<file path="config.mk">
export PLATFORM = sky130hd
export DESIGN_NAME = id_ex_stage_flat
export DESIGN_NICKNAME = d
export VERILOG_FILES = /design/src/rtl/id_ex_stage_if.sv /design/src/rtl/id_ex_stage.sv /design/src/flat_wrapper.sv
export SDC_FILE = /design/constraint.sdc
export NUM_CORES = 1
export LEC_CHECK = 0
export CAP_MARGIN = 10
export CORE_AREA = 2 2 129 131
export CTS_BUF_LIST = sky130_fd_sc_hd__clkbuf_4 sky130_fd_sc_hd__clkbuf_8
export CTS_CLUSTER_SIZE = 16
export DETAILED_ROUTE_END_ITERATION = 7
export DIE_AREA = 0 0 131 133
export PLACE_DENSITY = 0.76
export SETUP_SLACK_MARGIN = 0.5
export SLEW_MARGIN = 30
export SYNTH_ARGS = -nofsm -noshare
export SYNTH_HDL_FRONTEND = slang
export SYNTH_SLANG_ARGS = --single-unit
</file>
<file path="constraint.sdc">
create_clock -name clk -period 8.1 [get_ports clk]
set_input_delay 2.43 -clock clk [delete_from_list [all_inputs] [get_ports clk]]
set_output_delay 2.43 -clock clk [all_outputs]
set_load 0.005 [all_outputs]
</file>
<file path="src/rtl/id_ex_stage_if.sv">
// ID/EX pipeline boundary bundle: decode-slot fields and hazard controls in,
// registered EX-stage copies and front-end write enables out.
interface id_ex_stage_if #(
  parameter int unsigned CountWidth = 16
);

  // Decode slot (IF/ID register contents)
  logic                  IF_IDvalid;
  logic [4:0]            IF_IDrs1;
  logic [4:0]            IF_IDrs2;
  logic [4:0]            IF_IDrd;
  logic                  IF_IDuseRs1;
  logic                  IF_IDuseRs2;
  logic [31:0]           IF_IDpc;
  logic [31:0]           IF_IDreadData1;
  logic [31:0]           IF_IDreadData2;
  logic [31:0]           IF_IDimm;
  logic                  IF_IDregWrite;
  logic                  IF_IDmemRead;
  logic                  IF_IDmemWrite;
  logic                  IF_IDmemToReg;
  logic                  IF_IDaluSrc;
  logic [3:0]            IF_IDaluOp;

  // Pipeline control
  logic                  flush;
  logic                  extStall;

  // EX-stage register copies
  logic                  ID_EXvalid;
  logic [4:0]            ID_EXrs1;
  logic [4:0]            ID_EXrs2;
  logic [4:0]            ID_EXrd;
  logic [31:0]           ID_EXpc;
  logic [31:0]           ID_EXreadData1;
  logic [31:0]           ID_EXreadData2;
  logic [31:0]           ID_EXimm;
  logic                  ID_EXregWrite;
  logic                  ID_EXmemRead;
  logic                  ID_EXmemWrite;
  logic                  ID_EXmemToReg;
  logic                  ID_EXaluSrc;
  logic [3:0]            ID_EXaluOp;

  // Front-end enables and bubble statistics
  logic                  PCWrite;
  logic                  IF_IDwrite;
  logic [CountWidth-1:0] stallCount;

  // Decode side: drives the slot and hazard controls, observes the stage.
  modport master (
    output IF_IDvalid, IF_IDrs1, IF_IDrs2, IF_IDrd, IF_IDuseRs1, IF_IDuseRs2,
    output IF_IDpc, IF_IDreadData1, IF_IDreadData2, IF_IDimm,
    output IF_IDregWrite, IF_IDmemRead, IF_IDmemWrite, IF_IDmemToReg, IF_IDaluSrc, IF_IDaluOp,
    output flush, extStall,
    input  ID_EXvalid, ID_EXrs1, ID_EXrs2, ID_EXrd, ID_EXpc,
    input  ID_EXreadData1, ID_EXreadData2, ID_EXimm,
    input  ID_EXregWrite, ID_EXmemRead, ID_EXmemWrite, ID_EXmemToReg, ID_EXaluSrc, ID_EXaluOp,
    input  PCWrite, IF_IDwrite, stallCount
  );

  // Stage side.
  modport slave (
    input  IF_IDvalid, IF_IDrs1, IF_IDrs2, IF_IDrd, IF_IDuseRs1, IF_IDuseRs2,
    input  IF_IDpc, IF_IDreadData1, IF_IDreadData2, IF_IDimm,
    input  IF_IDregWrite, IF_IDmemRead, IF_IDmemWrite, IF_IDmemToReg, IF_IDaluSrc, IF_IDaluOp,
    input  flush, extStall,
    output ID_EXvalid, ID_EXrs1, ID_EXrs2, ID_EXrd, ID_EXpc,
    output ID_EXreadData1, ID_EXreadData2, ID_EXimm,
    output ID_EXregWrite, ID_EXmemRead, ID_EXmemWrite, ID_EXmemToReg, ID_EXaluSrc, ID_EXaluOp,
    output PCWrite, IF_IDwrite, stallCount
  );

endinterface

</file>
<file path="src/rtl/id_ex_stage.sv">
// ID/EX pipeline register with load-use hazard detection.
// Per-edge priority: reset > external hold > flush bubble > load-use bubble > capture.
module id_ex_stage #(
  parameter int unsigned CountWidth = 16
) (
  input logic          clk,
  input logic          rst_n,
  id_ex_stage_if.slave bus
);

  typedef struct packed {
    logic        valid;
    logic [4:0]  rs1;
    logic [4:0]  rs2;
    logic [4:0]  rd;
    logic [31:0] pc;
    logic [31:0] read_data1;
    logic [31:0] read_data2;
    logic [31:0] imm;
    logic        reg_write;
    logic        mem_read;
    logic        mem_write;
    logic        mem_to_reg;
    logic        alu_src;
    logic [3:0]  alu_op;
  } ex_regs_t;

  ex_regs_t              ex_q, ex_d;
  logic [CountWidth-1:0] count_q, count_d;
  logic                  load_use;
  logic                  rs1_hit, rs2_hit;
  logic                  slot_valid;

  // Load-use hazard: a valid load in EX whose non-x0 target is read by the decode slot.
  always_comb begin
    rs1_hit  = bus.IF_IDuseRs1 && (bus.IF_IDrs1 == ex_q.rd);
    rs2_hit  = bus.IF_IDuseRs2 && (bus.IF_IDrs2 == ex_q.rd);
    load_use = ex_q.valid && ex_q.mem_read && (ex_q.rd != 5'd0) && bus.IF_IDvalid &&
               (rs1_hit || rs2_hit);
  end

  // Front-end enables: advance on capture or flush bubble, never on hold, load-use or reset.
  always_comb begin
    bus.PCWrite    = 1'b0;
    bus.IF_IDwrite = 1'b0;
    if (rst_n && !bus.extStall && (bus.flush || !load_use)) begin
      bus.PCWrite    = 1'b1;
      bus.IF_IDwrite = 1'b1;
    end
  end

  // Next-state selection for the EX register set and bubble counter.
  always_comb begin
    slot_valid = bus.IF_IDvalid;
    ex_d       = ex_q;
    count_d    = count_q;
    if (bus.extStall) begin
      ex_d    = ex_q;
      count_d = count_q;
    end else if (bus.flush) begin
      // Flush outranks load-use: the dependent instruction is dead anyway, so no count.
      ex_d = '0;
    end else if (load_use) begin
      ex_d = '0;
      if (count_q != {CountWidth{1'b1}}) begin
        count_d = count_q + 1'b1;
      end
    end else begin
      ex_d.valid      = slot_valid;
      ex_d.rs1        = slot_valid ? bus.IF_IDrs1 : 5'd0;
      ex_d.rs2        = slot_valid ? bus.IF_IDrs2 : 5'd0;
      ex_d.rd         = slot_valid ? bus.IF_IDrd  : 5'd0;
      ex_d.pc         = bus.IF_IDpc;
      ex_d.read_data1 = bus.IF_IDreadData1;
      ex_d.read_data2 = bus.IF_IDreadData2;
      ex_d.imm        = bus.IF_IDimm;
      ex_d.reg_write  = slot_valid & bus.IF_IDregWrite;
      ex_d.mem_read   = slot_valid & bus.IF_IDmemRead;
      ex_d.mem_write  = slot_valid & bus.IF_IDmemWrite;
      ex_d.mem_to_reg = slot_valid & bus.IF_IDmemToReg;
      ex_d.alu_src    = slot_valid & bus.IF_IDaluSrc;
      ex_d.alu_op     = slot_valid ? bus.IF_IDaluOp : 4'd0;
    end
  end

  // State registers with synchronous active-low reset.
  always_ff @(posedge clk) begin
    if (!rst_n) begin
      ex_q    <= '0;
      count_q <= '0;
    end else begin
      ex_q    <= ex_d;
      count_q <= count_d;
    end
  end

  assign bus.ID_EXvalid     = ex_q.valid;
  assign bus.ID_EXrs1       = ex_q.rs1;
  assign bus.ID_EXrs2       = ex_q.rs2;
  assign bus.ID_EXrd        = ex_q.rd;
  assign bus.ID_EXpc        = ex_q.pc;
  assign bus.ID_EXreadData1 = ex_q.read_data1;
  assign bus.ID_EXreadData2 = ex_q.read_data2;
  assign bus.ID_EXimm       = ex_q.imm;
  assign bus.ID_EXregWrite  = ex_q.reg_write;
  assign bus.ID_EXmemRead   = ex_q.mem_read;
  assign bus.ID_EXmemWrite  = ex_q.mem_write;
  assign bus.ID_EXmemToReg  = ex_q.mem_to_reg;
  assign bus.ID_EXaluSrc    = ex_q.alu_src;
  assign bus.ID_EXaluOp     = ex_q.alu_op;
  assign bus.stallCount     = count_q;

endmodule

</file>
<file path="src/flat_wrapper.sv">
// flat-port wrapper written by rule: the top's interface ports become plain ports
module id_ex_stage_flat 
#(
  parameter int unsigned CountWidth = 16
)
  (clk, rst_n, bus_IF_IDvalid, bus_IF_IDrs1, bus_IF_IDrs2, bus_IF_IDrd, bus_IF_IDuseRs1, bus_IF_IDuseRs2, bus_IF_IDpc, bus_IF_IDreadData1, bus_IF_IDreadData2, bus_IF_IDimm, bus_IF_IDregWrite, bus_IF_IDmemRead, bus_IF_IDmemWrite, bus_IF_IDmemToReg, bus_IF_IDaluSrc, bus_IF_IDaluOp, bus_flush, bus_extStall, bus_ID_EXvalid, bus_ID_EXrs1, bus_ID_EXrs2, bus_ID_EXrd, bus_ID_EXpc, bus_ID_EXreadData1, bus_ID_EXreadData2, bus_ID_EXimm, bus_ID_EXregWrite, bus_ID_EXmemRead, bus_ID_EXmemWrite, bus_ID_EXmemToReg, bus_ID_EXaluSrc, bus_ID_EXaluOp, bus_PCWrite, bus_IF_IDwrite, bus_stallCount);
  id_ex_stage_if #(.CountWidth(CountWidth)) bus_i ();
  input logic clk;
  input logic rst_n;
  input wire logic [$bits(bus_i.IF_IDvalid)-1:0] bus_IF_IDvalid;
  input wire logic [$bits(bus_i.IF_IDrs1)-1:0] bus_IF_IDrs1;
  input wire logic [$bits(bus_i.IF_IDrs2)-1:0] bus_IF_IDrs2;
  input wire logic [$bits(bus_i.IF_IDrd)-1:0] bus_IF_IDrd;
  input wire logic [$bits(bus_i.IF_IDuseRs1)-1:0] bus_IF_IDuseRs1;
  input wire logic [$bits(bus_i.IF_IDuseRs2)-1:0] bus_IF_IDuseRs2;
  input wire logic [$bits(bus_i.IF_IDpc)-1:0] bus_IF_IDpc;
  input wire logic [$bits(bus_i.IF_IDreadData1)-1:0] bus_IF_IDreadData1;
  input wire logic [$bits(bus_i.IF_IDreadData2)-1:0] bus_IF_IDreadData2;
  input wire logic [$bits(bus_i.IF_IDimm)-1:0] bus_IF_IDimm;
  input wire logic [$bits(bus_i.IF_IDregWrite)-1:0] bus_IF_IDregWrite;
  input wire logic [$bits(bus_i.IF_IDmemRead)-1:0] bus_IF_IDmemRead;
  input wire logic [$bits(bus_i.IF_IDmemWrite)-1:0] bus_IF_IDmemWrite;
  input wire logic [$bits(bus_i.IF_IDmemToReg)-1:0] bus_IF_IDmemToReg;
  input wire logic [$bits(bus_i.IF_IDaluSrc)-1:0] bus_IF_IDaluSrc;
  input wire logic [$bits(bus_i.IF_IDaluOp)-1:0] bus_IF_IDaluOp;
  input wire logic [$bits(bus_i.flush)-1:0] bus_flush;
  input wire logic [$bits(bus_i.extStall)-1:0] bus_extStall;
  output wire logic [$bits(bus_i.ID_EXvalid)-1:0] bus_ID_EXvalid;
  output wire logic [$bits(bus_i.ID_EXrs1)-1:0] bus_ID_EXrs1;
  output wire logic [$bits(bus_i.ID_EXrs2)-1:0] bus_ID_EXrs2;
  output wire logic [$bits(bus_i.ID_EXrd)-1:0] bus_ID_EXrd;
  output wire logic [$bits(bus_i.ID_EXpc)-1:0] bus_ID_EXpc;
  output wire logic [$bits(bus_i.ID_EXreadData1)-1:0] bus_ID_EXreadData1;
  output wire logic [$bits(bus_i.ID_EXreadData2)-1:0] bus_ID_EXreadData2;
  output wire logic [$bits(bus_i.ID_EXimm)-1:0] bus_ID_EXimm;
  output wire logic [$bits(bus_i.ID_EXregWrite)-1:0] bus_ID_EXregWrite;
  output wire logic [$bits(bus_i.ID_EXmemRead)-1:0] bus_ID_EXmemRead;
  output wire logic [$bits(bus_i.ID_EXmemWrite)-1:0] bus_ID_EXmemWrite;
  output wire logic [$bits(bus_i.ID_EXmemToReg)-1:0] bus_ID_EXmemToReg;
  output wire logic [$bits(bus_i.ID_EXaluSrc)-1:0] bus_ID_EXaluSrc;
  output wire logic [$bits(bus_i.ID_EXaluOp)-1:0] bus_ID_EXaluOp;
  output wire logic [$bits(bus_i.PCWrite)-1:0] bus_PCWrite;
  output wire logic [$bits(bus_i.IF_IDwrite)-1:0] bus_IF_IDwrite;
  output wire logic [$bits(bus_i.stallCount)-1:0] bus_stallCount;
  assign bus_i.IF_IDvalid = bus_IF_IDvalid;
  assign bus_i.IF_IDrs1 = bus_IF_IDrs1;
  assign bus_i.IF_IDrs2 = bus_IF_IDrs2;
  assign bus_i.IF_IDrd = bus_IF_IDrd;
  assign bus_i.IF_IDuseRs1 = bus_IF_IDuseRs1;
  assign bus_i.IF_IDuseRs2 = bus_IF_IDuseRs2;
  assign bus_i.IF_IDpc = bus_IF_IDpc;
  assign bus_i.IF_IDreadData1 = bus_IF_IDreadData1;
  assign bus_i.IF_IDreadData2 = bus_IF_IDreadData2;
  assign bus_i.IF_IDimm = bus_IF_IDimm;
  assign bus_i.IF_IDregWrite = bus_IF_IDregWrite;
  assign bus_i.IF_IDmemRead = bus_IF_IDmemRead;
  assign bus_i.IF_IDmemWrite = bus_IF_IDmemWrite;
  assign bus_i.IF_IDmemToReg = bus_IF_IDmemToReg;
  assign bus_i.IF_IDaluSrc = bus_IF_IDaluSrc;
  assign bus_i.IF_IDaluOp = bus_IF_IDaluOp;
  assign bus_i.flush = bus_flush;
  assign bus_i.extStall = bus_extStall;
  assign bus_ID_EXvalid = bus_i.ID_EXvalid;
  assign bus_ID_EXrs1 = bus_i.ID_EXrs1;
  assign bus_ID_EXrs2 = bus_i.ID_EXrs2;
  assign bus_ID_EXrd = bus_i.ID_EXrd;
  assign bus_ID_EXpc = bus_i.ID_EXpc;
  assign bus_ID_EXreadData1 = bus_i.ID_EXreadData1;
  assign bus_ID_EXreadData2 = bus_i.ID_EXreadData2;
  assign bus_ID_EXimm = bus_i.ID_EXimm;
  assign bus_ID_EXregWrite = bus_i.ID_EXregWrite;
  assign bus_ID_EXmemRead = bus_i.ID_EXmemRead;
  assign bus_ID_EXmemWrite = bus_i.ID_EXmemWrite;
  assign bus_ID_EXmemToReg = bus_i.ID_EXmemToReg;
  assign bus_ID_EXaluSrc = bus_i.ID_EXaluSrc;
  assign bus_ID_EXaluOp = bus_i.ID_EXaluOp;
  assign bus_PCWrite = bus_i.PCWrite;
  assign bus_IF_IDwrite = bus_i.IF_IDwrite;
  assign bus_stallCount = bus_i.stallCount;
  id_ex_stage #(.CountWidth(CountWidth)) u_core (.clk(clk), .rst_n(rst_n), .bus(bus_i));
endmodule
</file>
==> metrics.cfg <==
[outcome]
status = complete, no violations

[routing]
drtIter0Drc = 319
first_pass_iters = 4
wl_per_cell_microns = 16.6
drt_wl_total_microns = 19300
ant_nets = 0
remaining_drc_errors = 0
detailroute.via_count = 5876
drt-vias-per-instance = 5.07

[layout]
multi_input_area_sq_um = 2360
seqCellArea_sq_um = 3380
area_growth_pct = 62.1
stdcell_area_sq_um = 9780
drive_gt1_share_pct = 4.91
nNetsFinal = 1084
fillers = 1419

[synth]
netlist_area_sq_um = 6030
yosys.area_share.simple_pct = 14.2
synth_compound_area_share_pct = 22.0
yosysTopAreaCellShare_pct = 56.1
synth_edf_count = 0
yosys_register_bits = 169
syn_nets = 787
synth_top_family_by_area = compound AO/OA/AOI/OAI gates
yosys-top-cells-count = 169 x dfxtp_1, 164 x nor2_1, 129 x a22oi_1
synth-async-reset-ratio_pct = 0
ys_seq_area_share_pct = 56.1
syn_inst = 627
synthAdderAreaFrac_pct = 0.207
synth.most_common_cell = dfxtp_1
yosysWarnings = 0
synth_mux_area_share_pct = 0.166
ys.flop_type = dfxtp_1
synthTopCellsByArea = dfxtp_1 56%, a22oi_1 16%, nor2_1 10%
yosysTopAreaCell = dfxtp_1
synth_xor_area_share_pct = 2.32
postSynthAreaPerCell_sq_um = 9.62
synth.distinct_cells = 36

[timing]
max_slew_margin_pct = 40.9
timing.fmax_ghz = 0.147
fin_ws_ns = 1.30
final-setup-viol-count = 0
setup-tns-final_ns = 0
hold_viol = 0
rsz0062_at_grt = no
report.final.slew_viol_count = 0
tightest_slew_ns = 0.887
clock_skew_ns = 0.0155
period_share_pct = 83.9
min_period_ns = 6.80

[placed_design]
dpl_cell_area_sq_um = 9370
routabilityCongestion = 0.846
port_buffers = 329
place_ws_ns = 1.30
hpwl_microns = 13400

[power_and_ir_drop]
leakagePower_nw = 3.52
total_power_w = 0.00171
power_density_nw_per_um2 = 175
irDropWorstVdd_mv = 0.107

[worst_setup_path]
r2r.worst_path.cells = 7
r2r_setup_slack_ns = 5.88
crit_type = in -> out
worstReg2RegStart = u_core.bus.stallCount[0]
end_kind = output port
regToRegEndpoint = u_core.bus.stallCount[13]
crit_arrival_ns = 4.37
worst_ep_required_time_ns = 5.67
cp_max_fo = 9
crit_path_start_kind = input pin

[global_routing]
grt_pass1_wl_microns = 28800
grt_max_degree = 97
antenna_found_initial = 1
grt-ovfl-total = 0
grt_pass1_vias = 5423
gr-usage-all-layers_pct = 21.2

[floorplan]
die_x_microns = 131
dieHeight_microns = 133
rows = 47
num_io_pins = 330
start_util_pct = 37.3
coreArea_sq_um = 16200
dieArea_sq_um = 17400

[hold_path]
worstHoldPathType = reg -> reg
whs_path_depth = 2
hold_end = u_core.bus.ID_EXrs2[4]
hold_start = u_core.bus.ID_EXrs2[4]

[clock_network]
cts.root.buffer_cell = clkbuf_8
post_cts_resized = 0
clkTransAtPathRegs_ns = 0.08
postCtsSetupRepairBufs = 0
cts_tree = built
cts_buffers = 17
cts.path.max_buffers = 2
clock_latency_ns = 0.46
clkSinkCount = 169
cts-hold-fix-buffers = 0
htreeDepth = 4

[job]
max-cap-violations = 0

[flip-flops by register name, indices dropped and copies added (netlist names), 4 cells and up]
register	flops
u_core.bus.ID_EXaluOp	4
u_core.bus.ID_EXimm	32
u_core.bus.ID_EXpc	32
u_core.bus.ID_EXrd	5
u_core.bus.ID_EXreadData1	32
u_core.bus.ID_EXreadData2	32
u_core.bus.ID_EXrs1	5
u_core.bus.ID_EXrs2	5
u_core.bus.stallCount	16
[how the worst max path moves through the flow]
stage / slack (ns) / end / cells after the start / start
floorplan: 2.16 / bus_PCWrite / 5 / bus_extStall
global placement: 1.31 / bus_IF_IDwrite / 8 / bus_IF_IDrs1[0]
detailed placement: 1.30 / bus_PCWrite / 8 / bus_IF_IDrs1[0]
CTS: 1.30 / bus_PCWrite / 8 / bus_IF_IDrs1[0]
global route: 1.17 / bus_IF_IDwrite / 8 / bus_IF_IDrs1[0]
finish: 1.30 / bus_PCWrite / 8 / bus_IF_IDrs1[0]
[power by group]
group | internal, W | switching [W]
combinational | 0.000140 | 0.0000876
clock | 0.000298 | 0.000314
sequential | 0.000857 | 0.0000146
total | 0.00130 | 0.000416
[routing by layer]
metal,global-route usage [%],vias to the layer above,routed length [microns]
met5,0,-,0
met4,8.39,0,469
met3,7.00,33,1550
met2,35.6,222,9700
met1,24.7,2775,7560
li1,-,2846,-
[cells by family (layout without fill, tap and decap cells)]
| group | after synthesis | count (layout) |
|---|---|---|
| simple gates | 205 | 205 |
| xor+xnor | 16 | 16 |
| buf+inv | 60 | 370 |
| flops | 169 | 169 |
| other cells | 0 | 1 |
| mux | 1 | 1 |
| fa+ha+maj | 1 | 1 |
| compound gates | 175 | 175 |
[critical path, stage by stage]
cell and delay (ns):
clkdlybuf4s50_1 0.52, xnor2_1 0.13, nand4_1 0.18, o22ai_4 0.37, nand2_1 0.09, nor2_1 0.09, nor3_1 0.06, clkdlybuf4s50_1 0.49
[cell type report]
cell class | instances | area share (%)
diodes | 1 | 0.0256
multi-input cells | 398 | 24.1
clock buffers | 20 | 2.75
clock inverters | 12 | 1.42
inverters | 3 | 0.141
repair buffers | 335 | 34.1
well taps | 220 | 2.81
flip-flops and latches | 169 | 34.6
[metrics by stage]
step                      instances  hold WS [ns]  util [%]
after floorplan                 627         0.474         -
after global placement         1125         0.462      57.9
after detailed placement       1125         0.474      57.9
after CTS                      1157         0.490      60.4
after global routing           1158         0.507      60.5
final                          1158         0.488      60.5
[cells in the final DEF, fill, tap and decap left out, types with 2 or more instances in the layout]
master | netlist | routed
clkdlybuf4s50_1 | 0 | 328
a32oi_1 | 24 | 24
clkinv_2 | 0 | 2
xnor2_1 | 11 | 11
or4_1 | 3 | 3
and3_1 | 4 | 4
a21oi_1 | 8 | 8
or3_1 | 4 | 4
nand2_1 | 6 | 6
o31ai_1 | 3 | 3
nor3_1 | 3 | 3
clkinv_4 | 0 | 3
inv_6 | 0 | 4
nor2_1 | 164 | 164
xor2_1 | 5 | 5
inv_1 | 2 | 2
nand4_1 | 6 | 6
a22oi_1 | 129 | 129
buf_4 | 1 | 6
dfxtp_1 | 169 | 169
clkbuf_8 | 0 | 19
bufinv_16 | 0 | 2
nand3_1 | 10 | 10
o21ai_0 | 5 | 5
Power figures use the tool's default switching activity.
